**src/rtl/adc_multi_sampler_if.sv**
```systemverilog
// rtl/adc_multi_sampler_if.sv - frame output valid/ready bundle for adc_multi_sampler
interface adc_multi_sampler_if #(
  parameter int DATA_WIDTH = 16,
  parameter int NUM_CH     = 4
);
  logic [NUM_CH*DATA_WIDTH-1:0] data;
  logic                         valid;
  logic                         ready;

  modport master (output data, output valid, input ready);
  modport slave  (input data, input valid, output ready);
endinterface

```
**src/rtl/adc_multi_sampler.sv**
```systemverilog
// rtl/adc_multi_sampler.sv - multi-channel ADC conversion strobe, SCK and deserialiser
// Optional test-pattern frame source: ADC_MULTI_SAMPLER_TEST_PATTERN_EN.
module adc_multi_sampler #(
  parameter int DATA_WIDTH    = 16,
  parameter int NUM_CH        = 4,
  parameter int CLK_DIV       = 2,
  parameter int T_CONV_CYCLES = 40,
  parameter int PERIOD_WIDTH  = 16
) (
  input  logic                    clk_adc,
  input  logic                    rst_n,
  input  logic                    trig_i,
  input  logic                    auto_en_i,
  input  logic [PERIOD_WIDTH-1:0] period_i,
  input  logic                    overrun_clr_i,
  input  logic [NUM_CH-1:0]       adc_miso_i,
`ifdef ADC_MULTI_SAMPLER_TEST_PATTERN_EN
  input  logic                    test_mode_i,
`endif
  output logic                    adc_cnv_n_o,
  output logic                    adc_sck_o,
  output logic                    busy_o,
  output logic                    overrun_o,
  adc_multi_sampler_if.master     frame_if
);
  localparam int CONV_W = (T_CONV_CYCLES > 1) ? $clog2(T_CONV_CYCLES) : 1;
  localparam int DIV_W  = (CLK_DIV > 1) ? $clog2(CLK_DIV) : 1;
  localparam int BIT_W  = $clog2(DATA_WIDTH);

  typedef enum logic [2:0] {S_IDLE, S_CONV, S_GAP, S_READ, S_DONE} state_t;

  state_t                            r_state;
  logic                              r_trig_s1, r_trig_s2, r_req;
  logic [PERIOD_WIDTH-1:0]           r_timer;
  logic [CONV_W-1:0]                 r_conv_cnt;
  logic [DIV_W-1:0]                  r_div;
  logic [BIT_W-1:0]                  r_bit;
  logic                              r_cnv_n, r_sck, r_busy, r_valid, r_ovr;
  logic [NUM_CH-1:0][DATA_WIDTH-1:0] r_shift, r_data;
  logic [NUM_CH-1:0][DATA_WIDTH-1:0] w_frame;
  logic                              w_sw_req, w_auto_req, w_load, w_ovr_set;

  assign w_sw_req   = r_trig_s1 & ~r_trig_s2;
  // >= keeps the timer from running through the full range when period_i shrinks
  assign w_auto_req = auto_en_i && (r_timer >= period_i);
  assign w_load     = (r_state == S_DONE) && (!r_valid || frame_if.ready);
  assign w_ovr_set  = (r_req && r_state != S_IDLE) || ((r_state == S_DONE) && !w_load);

  always_ff @(posedge clk_adc or negedge rst_n) begin
    if (!rst_n) begin
      r_trig_s1 <= 1'b0;
      r_trig_s2 <= 1'b0;
      r_req     <= 1'b0;
      r_timer   <= '0;
    end else begin
      r_trig_s1 <= trig_i;
      r_trig_s2 <= r_trig_s1;
      r_req     <= w_sw_req | w_auto_req;
      if (!auto_en_i || w_auto_req) r_timer <= '0;
      else                          r_timer <= r_timer + 1'b1;
    end
  end

`ifdef ADC_MULTI_SAMPLER_TEST_PATTERN_EN
  logic [DATA_WIDTH-1:0] r_frame_cnt;

  always_ff @(posedge clk_adc or negedge rst_n) begin
    if (!rst_n)                 r_frame_cnt <= '0;
    else if (r_state == S_DONE) r_frame_cnt <= r_frame_cnt + 1'b1;
  end

  always_comb begin
    w_frame = r_shift;
    if (test_mode_i)
      for (int c = 0; c < NUM_CH; c++) w_frame[c] = r_frame_cnt + DATA_WIDTH'(c);
  end
`else
  assign w_frame = r_shift;
`endif

  always_ff @(posedge clk_adc or negedge rst_n) begin
    if (!rst_n) begin
      r_state    <= S_IDLE;
      r_cnv_n    <= 1'b1;
      r_sck      <= 1'b0;
      r_busy     <= 1'b0;
      r_conv_cnt <= '0;
      r_div      <= '0;
      r_bit      <= '0;
      r_shift    <= '0;
      r_data     <= '0;
      r_valid    <= 1'b0;
      r_ovr      <= 1'b0;
    end else begin
      if (w_ovr_set)          r_ovr <= 1'b1;
      else if (overrun_clr_i) r_ovr <= 1'b0;
      if (frame_if.ready) r_valid <= 1'b0;
      if (w_load) begin
        r_valid <= 1'b1;
        r_data  <= w_frame;
      end
      case (r_state)
        S_IDLE: if (r_req) begin
          r_state    <= S_CONV;
          r_cnv_n    <= 1'b0;
          r_busy     <= 1'b1;
          r_conv_cnt <= '0;
        end
        S_CONV: if (r_conv_cnt == CONV_W'(T_CONV_CYCLES - 1)) begin
          r_state <= S_GAP;
          r_cnv_n <= 1'b1;
        end else begin
          r_conv_cnt <= r_conv_cnt + 1'b1;
        end
        S_GAP: begin
          r_state <= S_READ;
          r_div   <= '0;
          r_bit   <= '0;
        end
        // Each bit: CLK_DIV cycles low, CLK_DIV high; sample on the rising SCK edge
        S_READ: if (r_div == DIV_W'(CLK_DIV - 1)) begin
          r_div <= '0;
          r_sck <= ~r_sck;
          if (!r_sck) begin
            for (int c = 0; c < NUM_CH; c++)
              r_shift[c] <= {r_shift[c][DATA_WIDTH-2:0], adc_miso_i[c]};
          end else if (r_bit == BIT_W'(DATA_WIDTH - 1)) begin
            r_state <= S_DONE;
          end else begin
            r_bit <= r_bit + 1'b1;
          end
        end else begin
          r_div <= r_div + 1'b1;
        end
        S_DONE: begin
          r_state <= S_IDLE;
          r_busy  <= 1'b0;
        end
        default: r_state <= S_IDLE;
      endcase
    end
  end

  assign adc_cnv_n_o    = r_cnv_n;
  assign adc_sck_o      = r_sck;
  assign busy_o         = r_busy;
  assign overrun_o      = r_ovr;
  assign frame_if.data  = r_data;
  assign frame_if.valid = r_valid;
endmodule
```
**src/flat_wrapper.sv**
```systemverilog
// flat-port wrapper written by rule: the top's interface ports become plain ports
module adc_multi_sampler_flat 
#(
  parameter int DATA_WIDTH    = 16,
  parameter int NUM_CH        = 4,
  parameter int CLK_DIV       = 2,
  parameter int T_CONV_CYCLES = 40,
  parameter int PERIOD_WIDTH  = 16
)
  (clk_adc, rst_n, trig_i, auto_en_i, period_i, overrun_clr_i, adc_miso_i, adc_cnv_n_o, adc_sck_o, busy_o, overrun_o, frame_if_data, frame_if_valid, frame_if_ready);
  adc_multi_sampler_if #(.DATA_WIDTH(DATA_WIDTH), .NUM_CH(NUM_CH)) frame_if_i ();
  input  logic clk_adc;
  input  logic rst_n;
  input  logic trig_i;
  input  logic auto_en_i;
  input  logic [PERIOD_WIDTH-1:0] period_i;
  input  logic overrun_clr_i;
  input  logic [NUM_CH-1:0] adc_miso_i;
  output logic adc_cnv_n_o;
  output logic adc_sck_o;
  output logic busy_o;
  output logic overrun_o;
  output wire logic [$bits(frame_if_i.data)-1:0] frame_if_data;
  output wire logic [$bits(frame_if_i.valid)-1:0] frame_if_valid;
  input wire logic [$bits(frame_if_i.ready)-1:0] frame_if_ready;
  assign frame_if_data = frame_if_i.data;
  assign frame_if_valid = frame_if_i.valid;
  assign frame_if_i.ready = frame_if_ready;
  adc_multi_sampler #(.DATA_WIDTH(DATA_WIDTH), .NUM_CH(NUM_CH), .CLK_DIV(CLK_DIV), .T_CONV_CYCLES(T_CONV_CYCLES), .PERIOD_WIDTH(PERIOD_WIDTH)) u_core (.clk_adc(clk_adc), .rst_n(rst_n), .trig_i(trig_i), .auto_en_i(auto_en_i), .period_i(period_i), .overrun_clr_i(overrun_clr_i), .adc_miso_i(adc_miso_i), .adc_cnv_n_o(adc_cnv_n_o), .adc_sck_o(adc_sck_o), .busy_o(busy_o), .overrun_o(overrun_o), .frame_if(frame_if_i));
endmodule
```
**config.mk**
```make
export PLATFORM = sky130hd
export DESIGN_NAME = adc_multi_sampler_flat
export DESIGN_NICKNAME = d
export VERILOG_FILES = /design/src/rtl/adc_multi_sampler_if.sv /design/src/rtl/adc_multi_sampler.sv /design/src/flat_wrapper.sv
export SDC_FILE = /design/constraint.sdc
export NUM_CORES = 1
export LEC_CHECK = 0
export ABC_AREA = 0
export ABC_CLOCK_PERIOD_IN_PS = 2050
export CAP_MARGIN = 20
export CORE_AREA = 4 4 124 126
export CTS_BUF_LIST = sky130_fd_sc_hd__clkbuf_8
export DETAILED_ROUTE_END_ITERATION = 8
export DIE_AREA = 0 0 128 130
export PLACE_DENSITY = 0.72
export SETUP_SLACK_MARGIN = 0.05
export SLEW_MARGIN = 20
export SYNTH_ARGS = -nofsm -noshare
export SYNTH_HDL_FRONTEND = slang
export SYNTH_SLANG_ARGS = --single-unit
```
**constraint.sdc**
```tcl
create_clock -name clk_adc -period 2.05 [get_ports clk_adc]
set_input_delay 0.205 -clock clk_adc [delete_from_list [all_inputs] [get_ports clk_adc]]
set_output_delay 0.205 -clock clk_adc [all_outputs]
set_load 0.05 [all_outputs]
```
==> flow_summary.toml <==
[outcome]
status = "finished clean"

[setup_path]
required_ps = 2380
endpoint_kind = "flop"
critPathSlowestCell = "dfrtp_1"
crit_arrival_ps = 2230
critPathTopFamily = "simple AND/OR/NAND/NOR gates"
path_cells = "ha_1 > nand4_1 > nor3_2 > o2111ai_4 > nand4_4 > buf_12 > nor2_1"
r2r_cells = 7
cp_num_buf_inv = 1
critPathMaxFanout = 16
cpPeakStageDelay_ps = 420
worstSetupPathType = "reg -> reg"
rr_startpoint = "u_core.r_timer[15]"
path_depth = 7
critPathLaunchType = "flop"
critPathLaunch = "u_core.r_timer[15]"

[worst_hold_path]
hold_class = "in -> reg"
hold_path.startpoint = "trig_i"
min_path_cells = 1

[synthesis]
synth.top_cell.area_share_pct = 59.00
synth-seq-cells = 166
synth_area_um2 = 6998
synth_nets = 548
synth_flop_cell = "dfrtp_1"
yosys.area.top_type = "dfrtp_1"
netlist_instances = 503
synth_cell_types = 42
yosys-top-cells-area = "dfrtp_1, mux2_2, ha_1, xor2_1, inv_1"
async_flop_share_pct = 100.0
yosysSeqAreaShare_pct = 59.38
synth_edf_count = 0
syn_area_per_cell_um2 = 13.91
yosys_warnings = 0

[finish]
nNetsFinal = 663
drive_above_1_share_pct = 31.06
fin_cells = 815
n_antenna_cell = 0
area_growth_pct = 24.48

[floorplan]
die_area_um2 = 16640
fp.dieW_um = 128
ioPinCount = 95
core_area_um2 = 14310
start_util_pct = 48.89
fp-row-count = 44
die_h_um = 130

[detailed_routing]
wire_per_inst_um = 15.37
drt_iter0_drc = 217
met3_wirelength_um = 502
dr_total_vias = 4194
routed.top_layer = "met4"
drt-met1-wl_mm = 5.448
routed_wl_mm = 12.53
ant_nets = 0
first_pass_iters = 4
wl_met2_mm = 6.294
vias_per_cell = 5.146
drc_errors = 0

[sta]
rsz0062_at_grt = "false"
relSlewSlack_pct = 62.28
hold_viol = 0
timing.fmax_ghz = 0.5268
final-setup-viol-count = 0
setup_slack_ps = 151.9
slew_viol_final = 0
min_period_ps = 1898
period_share_pct = 92.59
hold-worst-slack_ps = 194.7
worst_slew_pin_slew_ps = 564.0
fin_setup_tns_ps = 0
finClkSkew_ps = 10.04

[power]
p_leak_nw = 4.260
power.density_nw_per_um2 = 842.3
peakVddDrop_uv = 351.0

[place]
dpl_worst_slack_ps = -159.8
port_buffers = 94
dpl.cell_count = 781
place.gp.congestion = 0.7988
dp_hpwl_mm = 8.739

[global_route]
grt_pass1_wl_mm = 21.41
grt_max_degree = 56
grt_overflow = 0
antenna_found_initial = 0
grt_usage_pct = 16.01
grt_pass1_vias = 4501

[flow_run]
maxCapViolCount = 0

[clock_network]
clock_path_buffers = 2
cts_made_buffers = 17
clk_latency_ps = 440
root_buffer = "clkbuf_8"
cts.sinks = 166
tritoncts = "done"
h-tree-depth = 4
clk_pin_slew_ps = 80
-- power breakdown --
part | switching, W | total [W] | leakage (nW) | internal [W]
clock network | 0.00119 | 0.00253 | 0.226 | 0.00134
registers | 0.000200 | 0.00370 | 2.28 | 0.00350
logic | 0.000599 | 0.00110 | 1.76 | 0.000506
-- cell usage in the layout (no fill, tap or decap), types with 6 or more instances in the layout --
master             n
nor2_1            23
mux2_2           126
buf_4             14
nand3_1           12
dfrtp_1          165
xnor2_1            8
clkdlybuf4s50_1   91
o21ai_0            6
nor2_2            10
a21oi_1            6
xor2_1            12
nand2_1           18
ha_1              19
inv_1             26
clkbuf_8          17
nor3_1             8
-- path summary, 6_finish.rpt --
check / end / slack, ps
setup / recovery: u_core.r_timer[4] / 150
hold / removal: u_core.r_trig_s1 / 190
setup reg to reg: u_core.r_timer[4] / 150
hold reg to reg: u_core.r_trig_s2 / 390
max in group asynchronous: u_core.adc_cnv_n_o / 1060
min in group asynchronous: u_core.frame_if.data[23] / 290
-- routing by layer --
| layer | up-vias | GRT usage, % |
|---|---|---|
| met5 | - | 0 |
| met4 | 0 | 6.804 |
| met3 | 19 | 4.503 |
| met2 | 69 | 25.94 |
| met1 | 2121 | 20.35 |
| li1 | 1985 | - |
-- Yosys cell counts, types with 2 or more instances --
cell type and count:
a21oi_1 7, a22o_1 4, a31oi_1 2, and2_1 2, and3_1 3, and4_1 4, buf_2 7, buf_6 7
clkbuf_1 3, dfrtp_1 165, ha_1 19, inv_1 23, mux2_1 4, mux2_2 126, nand2_1 18, nand2b_1 3
nand3_1 12, nand3_2 2, nand3b_1 2, nand4_1 5, nor2_1 23, nor2_2 10, nor3_1 9, nor3b_1 2
o21ai_0 6, xnor2_1 8, xor2_1 12
-- stage by stage --
stage / utilization [%] / total power (W) / area (µm²)
after CTS: 60.66 / 0.007419 / 8683
after global placement: 57.57 / 0.004827 / 8240
after detailed placement: 57.57 / 0.004888 / 8240
final: 60.86 / 0.007337 / 8711
after floorplan: - / 0.004533 / 6998
after global routing: 60.86 / 0.007726 / 8711
-- sequential cells by signal, summed over array words and instances, names as in the netlist, 3 cells and up --
name / flops
u_core.r_state: 3
u_core.frame_if.data: 64
u_core.r_shift: 64
u_core.r_timer: 16
u_core.r_conv_cnt: 6
u_core.r_bit: 4
-- cell type report --
cell class	count	area, µm²
Clock buffer	17	234.0
Clock inverter	15	200.2
Fill cell	1144	5603
Inverter	23	86.33
Multi-Input combinational cell	297	2659
Sequential cell	166	4155
Tap cell	184	230.2
Timing Repair Buffer	113	1146
-- kinds of logic (layout without fill, tap and decap cells) --
| family | after synthesis | after routing | share of synthesized area [%] |
|---|---|---|---|
| AOI/OAI and AO/OA | 26 | 26 | 2.521 |
| DFF | 166 | 166 | 59.38 |
| xor gates and xnor gates | 20 | 20 | 2.503 |
| adders and majority gates | 19 | 19 | 3.397 |
| muxes | 131 | 131 | 21.06 |
| and+or+nand+nor | 101 | 101 | 8.117 |
| buffers and inverters | 40 | 168 | 3.022 |
-- what timing repair did --
action / in CTS / in global routing
setup buffers: 0 / 1
pin swaps: 0 / 1
hold buffers: 1 / 0
hold endpoints to repair: 50 / 0
setup endpoints to repair: 1 / 14
gates resized for setup: 1 / 3
Note: power is estimated with default switching activity, not from simulation.
